==> config.mk <==
export PLATFORM = sky130hd
export DESIGN_NAME = ir_cursor_mover
export DESIGN_NICKNAME = d
export VERILOG_FILES = /design/src/rtl/ir_cursor_mover.sv
export SDC_FILE = /design/constraint.sdc
export NUM_CORES = 1
export LEC_CHECK = 0
export CAP_MARGIN = 10
export CELL_PAD_IN_SITES_DETAIL_PLACEMENT = 0
export CELL_PAD_IN_SITES_GLOBAL_PLACEMENT = 1
export CORE_AREA = 2 2 91 93
export CTS_CLUSTER_SIZE = 16
export DETAILED_ROUTE_END_ITERATION = 10
export DIE_AREA = 0 0 93 95
export PLACE_DENSITY = 0.68
export SLEW_MARGIN = 10
export SYNTH_ARGS = -nofsm -noshare
export SYNTH_HDL_FRONTEND = slang
export SYNTH_SLANG_ARGS = --single-unit
==> constraint.sdc <==
create_clock -name Clock -period 2.2 [get_ports Clock]
set_input_delay 0.22 -clock Clock [delete_from_list [all_inputs] [get_ports Clock]]
set_output_delay 0.22 -clock Clock [all_outputs]
set_load 0.01 [all_outputs]
==> src/rtl/ir_cursor_mover.sv <==
// Frame-synchronous cursor glide driven by IR direction commands.
// Each accepted command moves the sprite STEP pixels per frame for GLIDE_FRAMES frames, clamped to the visible area.
module ir_cursor_mover #(
    parameter int unsigned H_MAX        = 640,
    parameter int unsigned V_MAX        = 480,
    parameter int unsigned SPRITE_W     = 16,
    parameter int unsigned SPRITE_H     = 16,
    parameter int unsigned STEP         = 4,
    parameter int unsigned GLIDE_FRAMES = 8,
    parameter int unsigned X_INIT       = 312,
    parameter int unsigned Y_INIT       = 232
) (
    input  logic       Clock,
    input  logic       Reset,
    input  logic       Up,
    input  logic       Down,
    input  logic       Left,
    input  logic       Right,
    input  logic       Readable,
    input  logic       FrameStart,
    output logic [9:0] PosX,
    output logic [9:0] PosY,
    output logic       Moving,
    output logic       Bump
);

    localparam logic [10:0] STEP_W    = 11'(STEP);
    localparam logic [10:0] X_LIM     = 11'(H_MAX - SPRITE_W);
    localparam logic [10:0] Y_LIM     = 11'(V_MAX - SPRITE_H);
    localparam logic [7:0]  CNT_INIT  = 8'(GLIDE_FRAMES);
    localparam logic [9:0]  X_RESET   = 10'(X_INIT);
    localparam logic [9:0]  Y_RESET   = 10'(Y_INIT);

    typedef enum logic {
        ST_IDLE  = 1'b0,
        ST_GLIDE = 1'b1
    } state_t;

    typedef enum logic [1:0] {
        DIR_UP    = 2'd0,
        DIR_DOWN  = 2'd1,
        DIR_LEFT  = 2'd2,
        DIR_RIGHT = 2'd3
    } dir_t;

    state_t      state_r;
    dir_t        dir_r;
    logic [7:0]  glide_cnt_r;
    logic [9:0]  pos_x_r;
    logic [9:0]  pos_y_r;
    logic        moving_r;
    logic        bump_r;
    logic        readable_prev_r;

    logic        cmd_edge_s;
    logic        cmd_onehot_s;
    logic        cmd_valid_s;
    dir_t        cmd_dir_s;
    logic [10:0] x_ext_s;
    logic [10:0] y_ext_s;
    logic [9:0]  step_x_s;
    logic [9:0]  step_y_s;
    logic        step_clamp_s;

    assign cmd_edge_s = Readable & ~readable_prev_r;
    assign x_ext_s    = {1'b0, pos_x_r};
    assign y_ext_s    = {1'b0, pos_y_r};

    // Decode the direction levels; only a single asserted direction forms a command.
    always_comb begin
        cmd_dir_s    = DIR_RIGHT;
        cmd_onehot_s = 1'b0;
        case ({Up, Down, Left, Right})
            4'b1000: begin cmd_dir_s = DIR_UP;    cmd_onehot_s = 1'b1; end
            4'b0100: begin cmd_dir_s = DIR_DOWN;  cmd_onehot_s = 1'b1; end
            4'b0010: begin cmd_dir_s = DIR_LEFT;  cmd_onehot_s = 1'b1; end
            4'b0001: begin cmd_dir_s = DIR_RIGHT; cmd_onehot_s = 1'b1; end
            default: begin cmd_dir_s = DIR_RIGHT; cmd_onehot_s = 1'b0; end
        endcase
        cmd_valid_s = cmd_edge_s & cmd_onehot_s;
    end

    // Candidate position one step along the current direction, saturated at the raster edges.
    always_comb begin
        step_x_s     = pos_x_r;
        step_y_s     = pos_y_r;
        step_clamp_s = 1'b0;
        case (dir_r)
            DIR_LEFT: begin
                if (x_ext_s >= STEP_W) begin
                    step_x_s = 10'(x_ext_s - STEP_W);
                end else begin
                    step_x_s     = 10'd0;
                    step_clamp_s = 1'b1;
                end
            end
            DIR_RIGHT: begin
                if (x_ext_s + STEP_W <= X_LIM) begin
                    step_x_s = 10'(x_ext_s + STEP_W);
                end else begin
                    step_x_s     = X_LIM[9:0];
                    step_clamp_s = 1'b1;
                end
            end
            DIR_UP: begin
                if (y_ext_s >= STEP_W) begin
                    step_y_s = 10'(y_ext_s - STEP_W);
                end else begin
                    step_y_s     = 10'd0;
                    step_clamp_s = 1'b1;
                end
            end
            DIR_DOWN: begin
                if (y_ext_s + STEP_W <= Y_LIM) begin
                    step_y_s = 10'(y_ext_s + STEP_W);
                end else begin
                    step_y_s     = Y_LIM[9:0];
                    step_clamp_s = 1'b1;
                end
            end
            default: begin
                step_x_s     = pos_x_r;
                step_y_s     = pos_y_r;
                step_clamp_s = 1'b0;
            end
        endcase
    end

    // Glide FSM: a new command reloads the frame count even when it lands on a FrameStart.
    always_ff @(posedge Clock) begin
        if (Reset) begin
            state_r         <= ST_IDLE;
            dir_r           <= DIR_RIGHT;
            glide_cnt_r     <= 8'd0;
            pos_x_r         <= X_RESET;
            pos_y_r         <= Y_RESET;
            moving_r        <= 1'b0;
            bump_r          <= 1'b0;
            readable_prev_r <= 1'b1;
        end else begin
            readable_prev_r <= Readable;
            bump_r          <= 1'b0;
            case (state_r)
                ST_IDLE: begin
                    if (cmd_valid_s) begin
                        dir_r       <= cmd_dir_s;
                        glide_cnt_r <= CNT_INIT;
                        state_r     <= ST_GLIDE;
                        moving_r    <= 1'b1;
                    end
                end
                ST_GLIDE: begin
                    if (FrameStart) begin
                        pos_x_r <= step_x_s;
                        pos_y_r <= step_y_s;
                        bump_r  <= step_clamp_s;
                    end
                    if (cmd_valid_s) begin
                        dir_r       <= cmd_dir_s;
                        glide_cnt_r <= CNT_INIT;
                    end else if (FrameStart) begin
                        if (glide_cnt_r <= 8'd1) begin
                            glide_cnt_r <= 8'd0;
                            state_r     <= ST_IDLE;
                            moving_r    <= 1'b0;
                        end else begin
                            glide_cnt_r <= glide_cnt_r - 8'd1;
                        end
                    end
                end
                default: begin
                    state_r     <= ST_IDLE;
                    glide_cnt_r <= 8'd0;
                    moving_r    <= 1'b0;
                end
            endcase
        end
    end

    assign PosX   = pos_x_r;
    assign PosY   = pos_y_r;
    assign Moving = moving_r;
    assign Bump   = bump_r;

endmodule

# --- After elaboration in Yosys (flattened, before gate mapping) ---
# Cells that the tools add are included.
totals:
  out_inout_bits: 22
  inputBits: 8
  ff_bits: 34
classes:
  bitwise: 5
  n_lt_le_gt_ge: 5
  add_sub_neg: 5
  mux: 29
  n_reduce_logical: 9
  n_eq_ne: 12
ops:
  columns: ["operator", "n"]
  rows:
  - ["2-to-1 mux 10 bit", 4]
  - ["one-hot mux 10 bit (2 select lines)", 2]
  - ["2-to-1 mux 8 bit", 4]
  - ["adder 10 x 3 -> 11 bit, second input constant", 2]
  - [">= comparator 10 x 3 -> 1 bit, second input constant", 2]
  - ["subtractor 10 x 3 -> 10 bit, second input constant", 2]
  - ["one-hot mux 8 bit (2 select lines)", 1]
  - ["2-to-1 mux 1 bit", 13]
  - ["<= comparator 11 x 10 -> 1 bit, second input constant", 1]
  - ["<= comparator 11 x 9 -> 1 bit, second input constant", 1]
  - ["<= comparator 8 x 1 -> 1 bit, second input constant", 1]
  - ["subtractor 8 x 1 -> 8 bit, second input constant", 1]
  - ["inequality test 2 bit, second input constant", 3]
  - ["one-hot mux 2 bit (3 select lines)", 1]
  - ["AND reduction 3 bit", 2]
  - ["equality test 2 bit, second input constant", 2]
  - ["equality test 4 x 1 -> 1 bit, second input constant", 1]
  - ["equality test 4 x 2 -> 1 bit, second input constant", 1]
  - ["equality test 4 x 3 -> 1 bit, second input constant", 1]
  - ["equality test 4 bit, second input constant", 1]
  - ["one-hot mux 1 bit (2 select lines)", 2]
  - ["one-hot mux 1 bit (4 select lines)", 1]
  - ["AND reduction 4 bit", 1]
  - ["nonzero test 2 bit", 2]
  - ["other kinds (10)", 13]

# --- Longest topological paths before layout ---
# Gate-level depths: netlist of the first run.
depth:
  ltp_word: 6
  mapped_depth: 9
  depth_no_buf: 8

# --- Least setup slack after synthesis of the first run ---
# No wires, ideal clock.
synth_path:
  kind: "reg-to-reg"
  startpoint: "reg pos_y_r[2] (netlist: PosY[2])"
  endpoint: "reg pos_y_r[2] (netlist: PosY[2])"
  setup_slack_ns: 0.133
  path_buffers: 1
  arrival_time_ns: 1.949
  period_less_slack_ns: 2.067
  stages_incl_launch_ff: 9
  t_required_ns: 2.083
  cell_sequence: "dfxtp_1 -> ha_1 -> buf_2 -> nand2_1 -> o32ai_1 -> o221ai_1 -> a32oi_1 -> a21oi_1 -> a32o_1"
synth_between:
  elab_chain_len: 4
synth_lines:
  columns: ["item", "line_no", "source"]
  rows:
  - ["from (decl)", "50", "logic [9:0] pos_y_r;"]
  - ["from (signal assigned)", "155", "pos_y_r <= step_y_s;"]
  - ["adder 10 x 3 -> 11 bit", "115", "step_y_s = 10'(y_ext_s + STEP_W);"]
  - ["<= comparator 11 x 9 -> 1 bit", "114", "if (y_ext_s + STEP_W <= Y_LIM) begin"]
  - ["2-to-1 mux 10 bit", "114", null]
  - ["one-hot mux 10 bit (2 select lines) (*)", "88", "case (dir_r)"]
# Mark *: on every way between the ends. The rest lies on a longest branch, timed or not.
# A chain may end at the register's enable or synchronous reset.

# --- Final worst setup path of the first run ---
layout_path:
  startpoint: "reg pos_x_r[2] (netlist: PosX[2])"
  endpoint: "reg pos_x_r[5] (netlist: PosX[5])"
layout_between:
  elab_chain_len: 4
layout_lines:
  columns: ["item", "line_no", "source"]
  rows:
  - ["from (decl)", "49", "logic [9:0] pos_x_r;"]
  - ["from (signal assigned)", "154", "pos_x_r <= step_x_s;"]
  - ["adder 10 x 3 -> 11 bit", "99", "step_x_s = 10'(x_ext_s + STEP_W);"]
  - ["<= comparator 11 x 10 -> 1 bit", "98", "if (x_ext_s + STEP_W <= X_LIM) begin"]
  - ["2-to-1 mux 10 bit", "98", null]
  - ["one-hot mux 10 bit (2 select lines) (*)", "88", null]
# Marked as above.

==> metrics.cfg, run 1 <==
[synthesis]
synth_area_sq_um=2320
synth_cell_type_count=62
synth_seq_area_share_pct=25.9
ys_seq_elements=30
postSynth.topFlopCell=sky130_fd_sc_hd__dfxtp_1
synth_area_per_cell_sq_um=7.30
synthesis.instances=318
synth_enable_flop_cells=0
synth_warnings=0
synth_async_sr_flop_share_pct=0

[critical_path]
r2r_start=PosX[2]
regToRegEndpoint=PosX[5]
worstPathRequired_ns=2.37
crit_arrival_ns=2.27
worst-setup-path-type=reg2reg
rr_worst_depth=9
cp_capture_type=flop
r2r_setup_slack_ns=0.10
crit_path_start_kind=flop
maximum_fanout_count_along_the_critical_path=6

[power]
share_seq_of_total_power_pct=49.7
leakagePower_nw=1.11
comb_power_share_pct=11.4
power.internal_uw=850
power_density_nw_per_um2=378
switching_power_uw=277
sw_frac_of_total_pct=24.6
clockPowerShare_pct=38.9
vdd.ir_drop.worst_v=0.000173
total_power_mw=1.13

[clock_network]
clock_tree_from_tritoncts=yes
cts.repair_timing.setup_buffer_count=0
numCtsBuffers=5
cts-root-to-sink-buffers=2
clk_pin_slew_ns=0.06
insertion_delay_ns=0.28
clk_root_buffer_cell=sky130_fd_sc_hd__clkbuf_8
clock-sinks=30
cts-htree-levels=2

[global_route]
first_global_vias=2144
grt_start_max_net_pins=18
global_route_total_overflow=0
global_route.usage.total_pct=14.7
wire_length_of_the_first_global_routing_pass_mm=10.4
antenna_found_initial=0

[placement]
gp_congestion=0.845
dp_worst_setup_slack_ns=0.0306
numPortBuffers=25
place_hpwl_mm=4.85

[die]
placementRows=33
initial_core_utilization_pct=29.3
die_area_sq_um=8840
floorplan.die.width_microns=93
die-height_microns=95
coreArea_sq_um=7930
io_pins=30

[hold_path]
hold_class=reg2reg
holdPathStages=2
worst_hold_path.endpoint=glide_cnt_r[3]
timing.hold.worst.start=glide_cnt_r[3]

[drt]
dr.pass1.iters=5
wl_per_cell_microns=13.5
route.detailed.drc=0
drt_wl_total_mm=6.38
drt-initial-drc-count=171
via_count=2415
ant_nets=0
routed_via_density=5.09

[timing]
fmax_mhz=477
final_max_slew_viol_count=0
min_period_ns=2.10
finalSetupViolCount=0
finalWorstSetupSlack_ns=0.102
hold_viol=0
rsz_0062_raised_after_global_routing=yes
final_min_period_over_clock_period_pct=95.4
final.setup_skew_ns=0.00484

[cells_and_area]
num-nets-final=388
post_route_utilization_pct=37.6
final_cell_mix=sky130_fd_sc_hd__buf_4, sky130_fd_sc_hd__nor2_1, sky130_fd_sc_hd__nand2_1
mostFrequentLayoutCell=sky130_fd_sc_hd__buf_4
fillerInstances=852
layout-drive-gt1-share_pct=16.3
antenna_cells=0
area_growth_syn_to_layout_pct=28.2

[run_status]
outcome=completed

[run]
max-cap-violations=0

[cell type report]
class / instances / area [sq um] / share of cell area [%]
inverter: 16 / 60.1 / 2.02
multi-input combinational: 256 / 1580 / 53.2
timing repair buffer: 61 / 520 / 17.5
sequential: 30 / 601 / 20.2
tap: 105 / 131 / 4.41
clock buffer: 6 / 82.6 / 2.77
[worst max path at each step]
stage	end	slack, ns	from
3_5_place_dp	glide_cnt_r[6]	0.03	Up
5_1_grt	PosY[8]	-0.05	PosY[3]
2_1_floorplan	PosY[2]	0.13	PosY[2]
4_1_cts	PosY[8]	0.06	PosY[3]
3_3_place_gp	glide_cnt_r[2]	0.06	Up
6_report	PosX[5]	0.10	PosX[2]
[cell usage after synthesis, types with 2 or more instances]
cell | n | area share (%)
sky130_fd_sc_hd__nand2b_1 | 5 | 1.3
sky130_fd_sc_hd__o221ai_1 | 3 | 1.1
sky130_fd_sc_hd__nand3b_1 | 2 | 0.65
sky130_fd_sc_hd__o31ai_1 | 2 | 0.65
sky130_fd_sc_hd__or2_2 | 3 | 0.81
sky130_fd_sc_hd__nand2_1 | 31 | 5.0
sky130_fd_sc_hd__o211ai_2 | 2 | 1.1
sky130_fd_sc_hd__xnor2_1 | 5 | 1.9
sky130_fd_sc_hd__buf_4 | 10 | 3.2
sky130_fd_sc_hd__a31oi_1 | 7 | 1.9
sky130_fd_sc_hd__a32oi_1 | 2 | 0.75
sky130_fd_sc_hd__a221oi_1 | 2 | 0.75
sky130_fd_sc_hd__a21o_1 | 2 | 0.65
sky130_fd_sc_hd__nand3_1 | 9 | 1.9
sky130_fd_sc_hd__ha_1 | 10 | 5.4
sky130_fd_sc_hd__dfxtp_1 | 30 | 26
sky130_fd_sc_hd__o21ai_0 | 26 | 5.6
sky130_fd_sc_hd__o22ai_1 | 2 | 0.54
sky130_fd_sc_hd__a41oi_1 | 2 | 0.75
sky130_fd_sc_hd__a21oi_1 | 23 | 5.0
sky130_fd_sc_hd__inv_1 | 16 | 2.6
sky130_fd_sc_hd__and2_1 | 2 | 0.54
sky130_fd_sc_hd__clkbuf_1 | 2 | 0.32
sky130_fd_sc_hd__o211ai_1 | 8 | 2.6
sky130_fd_sc_hd__nor4_1 | 3 | 0.81
sky130_fd_sc_hd__a211oi_1 | 2 | 0.65
sky130_fd_sc_hd__or2_1 | 2 | 0.54
sky130_fd_sc_hd__nand4_1 | 2 | 0.54
sky130_fd_sc_hd__nor3_1 | 16 | 3.4
sky130_fd_sc_hd__and3_1 | 3 | 0.81
sky130_fd_sc_hd__nor2_1 | 35 | 5.7
sky130_fd_sc_hd__o21a_1 | 2 | 0.65
sky130_fd_sc_hd__xor2_1 | 6 | 2.3
sky130_fd_sc_hd__nor2b_1 | 3 | 0.81
sky130_fd_sc_hd__buf_2 | 6 | 1.3
sky130_fd_sc_hd__or4_1 | 3 | 0.97
sky130_fd_sc_hd__or3_1 | 4 | 1.1
[registers in the layout, indices dropped and copies added, names as in the netlist]
signal           flops
glide_cnt_r          8
PosY                 8
PosX                 8
Bump                 1
dir_r                2
readable_prev_r      1
state_r              1
Moving               1
[worst max-delay path, cell delays in order (launching register included)]
cell and delay, ns:
sky130_fd_sc_hd__dfxtp_1 0.35, sky130_fd_sc_hd__buf_4 0.17, sky130_fd_sc_hd__inv_1 0.05, sky130_fd_sc_hd__ha_1 0.19
sky130_fd_sc_hd__nor3b_1 0.39, sky130_fd_sc_hd__nand3_1 0.23, sky130_fd_sc_hd__nand2_1 0.20, sky130_fd_sc_hd__o21a_1 0.14
sky130_fd_sc_hd__o211ai_1 0.08, sky130_fd_sc_hd__a21o_1 0.19
[per-stage QoR]
stage	cells	area [sq um]	TNS [ns]	hold WS [ns]
finish	474	2980	0	0.472
global route	474	2980	-0.0492	0.502
CTS	474	2950	0	0.477
detailed placement	468	2870	0	0.468
global placement	468	2870	0	0.453
floorplan	321	2330	0	0.327
[power groups by stage]
stage	sequential (mW)	combinational [mW]	clock, mW
final	0.560	0.128	0.439
after global routing	0.561	0.142	0.478
after CTS	0.560	0.126	0.456
after detailed placement	0.572	0.126	0
after global placement	0.572	0.126	0
after floorplan	0.569	0.0815	0
[metal layers]
layer	GRT usage [%]	share of wire [%]
met4	4.29	0.50
met5	0	0
met2	23.4	46
met1	20.6	48
met3	2.08	5.0
[kinds of logic (layout without fill, tap and decap cells)]
kind of cell	Yosys count	count (layout)	synth area share, %
and+or+nand+nor	133	133	29.3
AOI/OAI and AO/OA	97	97	27.0
buffers and inverters	35	83	7.65
DFF	30	30	25.9
xor gates and xnor gates	11	11	4.15
adders and majority gates	10	10	5.39
other	1	4	0.161
muxes	1	1	0.431
[repair_timing]
item	4_1_cts	5_1_grt
endpoints found under the setup margin	0	6
hold buffers	0	0
gates resized for setup	0	5
hold endpoints to repair	0	0
Note: power is estimated with default switching activity, not from simulation.
==> run 2: changes to the inputs <==
Settings changed: CORE_AREA 2 2 91 93 to 2 2 80 82, DIE_AREA 0 0 93 95 to 0 0 82 84, PLACE_DENSITY 0.68 to 0.83, SLEW_MARGIN 10 to 30.
==> run 2 against run 1 <==
  * Final cell count decreased by 7.8%
  * Power increased by 9.0%
  * Global-route usage increased by 3.7 points
  * Critical path depth decreased by 2
  * Register-to-register slack improved by 0.06 ns
  * Flip-flop and latch count unchanged
==> metrics.cfg, run 2 (same netlist as run 1, synthesis figures left out) <==
[clock_network]
clock_tree_from_tritoncts=yes
cts-htree-levels=2
numCtsBuffers=5
clk_pin_slew_ns=0.07
cts.repair_timing.setup_buffer_count=0
cts-root-to-sink-buffers=2
clk_root_buffer_cell=sky130_fd_sc_hd__clkbuf_8
clock-sinks=30
insertion_delay_ns=0.28

[drt]
drt-initial-drc-count=171
dr.pass1.iters=4
wl_per_cell_microns=13.6
route.detailed.drc=0
ant_nets=0
drt_wl_total_mm=5.92
routed_via_density=5.59
via_count=2444

[timing]
rsz_0062_raised_after_global_routing=no
final_max_slew_viol_count=0
worstMarginPinSlew_ns=0.501
fmax_mhz=489
min_period_ns=2.04
hold_viol=0
setup_tns_ns=0
finalSetupViolCount=0
final_min_period_over_clock_period_pct=92.9
slew_headroom_pct=66.4
final.setup_skew_ns=0.0112

[global_route]
first_global_vias=2246
global_route.usage.total_pct=18.4
global_route_total_overflow=0
antenna_found_initial=0
wire_length_of_the_first_global_routing_pass_mm=10.2
grt_start_max_net_pins=11

[critical_path]
crit_path_start_kind=flop
r2r_setup_slack_ns=0.16
crit_path_start=PosX[2]
maximum_fanout_count_along_the_critical_path=8
cp_capture_type=flop
worst-setup-path-type=reg2reg
crit_arrival_ns=2.20
setup.worst_path.end=PosX[6]
rr_worst_depth=7
r2r_start=PosX[2]
worstPathRequired_ns=2.36
regToRegEndpoint=PosX[6]

[die]
initial_core_utilization_pct=38.1
die_area_sq_um=6890
placementRows=29
die-height_microns=84
io_pins=30
coreArea_sq_um=6100
floorplan.die.width_microns=82

[placement]
numPortBuffers=25
place.detailed.instances=429
place_hpwl_mm=4.50
gp_congestion=0.866

[cells_and_area]
final_cell_mix=sky130_fd_sc_hd__nor2_1, sky130_fd_sc_hd__nand2_1, sky130_fd_sc_hd__dfxtp_1
layout.cells.non_filler=437
area_growth_syn_to_layout_pct=24.5
layout-drive-gt1-share_pct=15.6
num-nets-final=377
mostFrequentLayoutCell=sky130_fd_sc_hd__nor2_1
regArea_sq_um=604
fillerInstances=624
area_taken_by_multi_input_logic_gates_sq_um=1580
antenna_cells=0

[run_status]
outcome=completed

[power]
power_density_nw_per_um2=425
clockPowerShare_pct=44.6
leakagePower_nw=1.07
total_power_mw=1.23
sw_frac_of_total_pct=23.8
vdd.ir_drop.worst_v=0.000373
power.internal_uw=936
share_seq_of_total_power_pct=45.6
comb_power_share_pct=9.8
switching_power_uw=292

[run]
max-cap-violations=0

[hold_path]
hold_class=reg2reg

[run 2: cell types whose count changed in the layout (fill, tap and decap cells not counted), sizes merged]
cell,before,now
clkinv,0,2
buf,36,25
bufinv,0,1
clkbuf,6,5
[run 2: metal layers]
| metal | track usage [%] | part of all wire [%] | vias to the layer above |
|---|---|---|---|
| li1 | - | - | 1229 |
| met1 | 25.7 | 49 | 1144 |
| met2 | 28.2 | 46 | 65 |
| met3 | 3.90 | 4.8 | 6 |
| met4 | 5.15 | 1.0 | 0 |
| met5 | 0 | 0 | - |
[run 2: stage by stage]
step / worst slack (ns) / hold slack (ns) / utilization, % / cell area, sq um
finish: 0.157 / 0.482 / 47.4 / 2890
global route: 0.00793 / 0.526 / 47.4 / 2890
CTS: 0.0252 / 0.481 / 46.9 / 2860
detailed placement: 0.0279 / 0.471 / 45.1 / 2750
global placement: 0.0526 / 0.462 / 45.1 / 2750
floorplan: 0.133 / 0.327 / - / 2330
[run 2: how the worst min path moves through the flow]
stage / start / endpoint / depth (start not counted)
3_5_place_dp: glide_cnt_r[3] / glide_cnt_r[3] / 2
6_report: glide_cnt_r[3] / glide_cnt_r[3] / 2
2_1_floorplan: Readable / readable_prev_r / 1
4_1_cts: glide_cnt_r[7] / glide_cnt_r[7] / 2
5_1_grt: Moving / Moving / 2
3_3_place_gp: glide_cnt_r[3] / glide_cnt_r[3] / 2
[run 2: timing repair]
action / CTS / global route
resized for setup: 0 / 12
setup endpoints to repair: 0 / 14
hold buffers: 0 / 0
[run 2: area by class of cell]
| type | instances | share of cell area [%] |
|---|---|---|
| clock inverters | 3 | 1.39 |
| well taps | 77 | 3.33 |
| inverters | 16 | 2.08 |
| clock buffers | 5 | 2.38 |
| flip-flops and latches | 30 | 20.9 |
| multi-input cells | 256 | 54.8 |
| repair buffers | 50 | 15.2 |
[run 2: power by group through the flow]
stage / registers (mW) / clock network (mW) / logic, mW
floorplan: 0.569 / 0 / 0.0815
global placement: 0.572 / 0 / 0.119
detailed placement: 0.572 / 0 / 0.119
CTS: 0.560 / 0.559 / 0.119
global route: 0.561 / 0.582 / 0.134
finish: 0.560 / 0.548 / 0.120
[run 2: critical path: stages, from the launching register on]
cell                       delay (ns)
sky130_fd_sc_hd__dfxtp_1         0.41
sky130_fd_sc_hd__buf_4           0.19
sky130_fd_sc_hd__nand4_4         0.14
sky130_fd_sc_hd__or3_1           0.37
sky130_fd_sc_hd__a221o_1         0.33
sky130_fd_sc_hd__o211ai_2        0.15
sky130_fd_sc_hd__or2_1           0.22
sky130_fd_sc_hd__a31oi_1         0.10
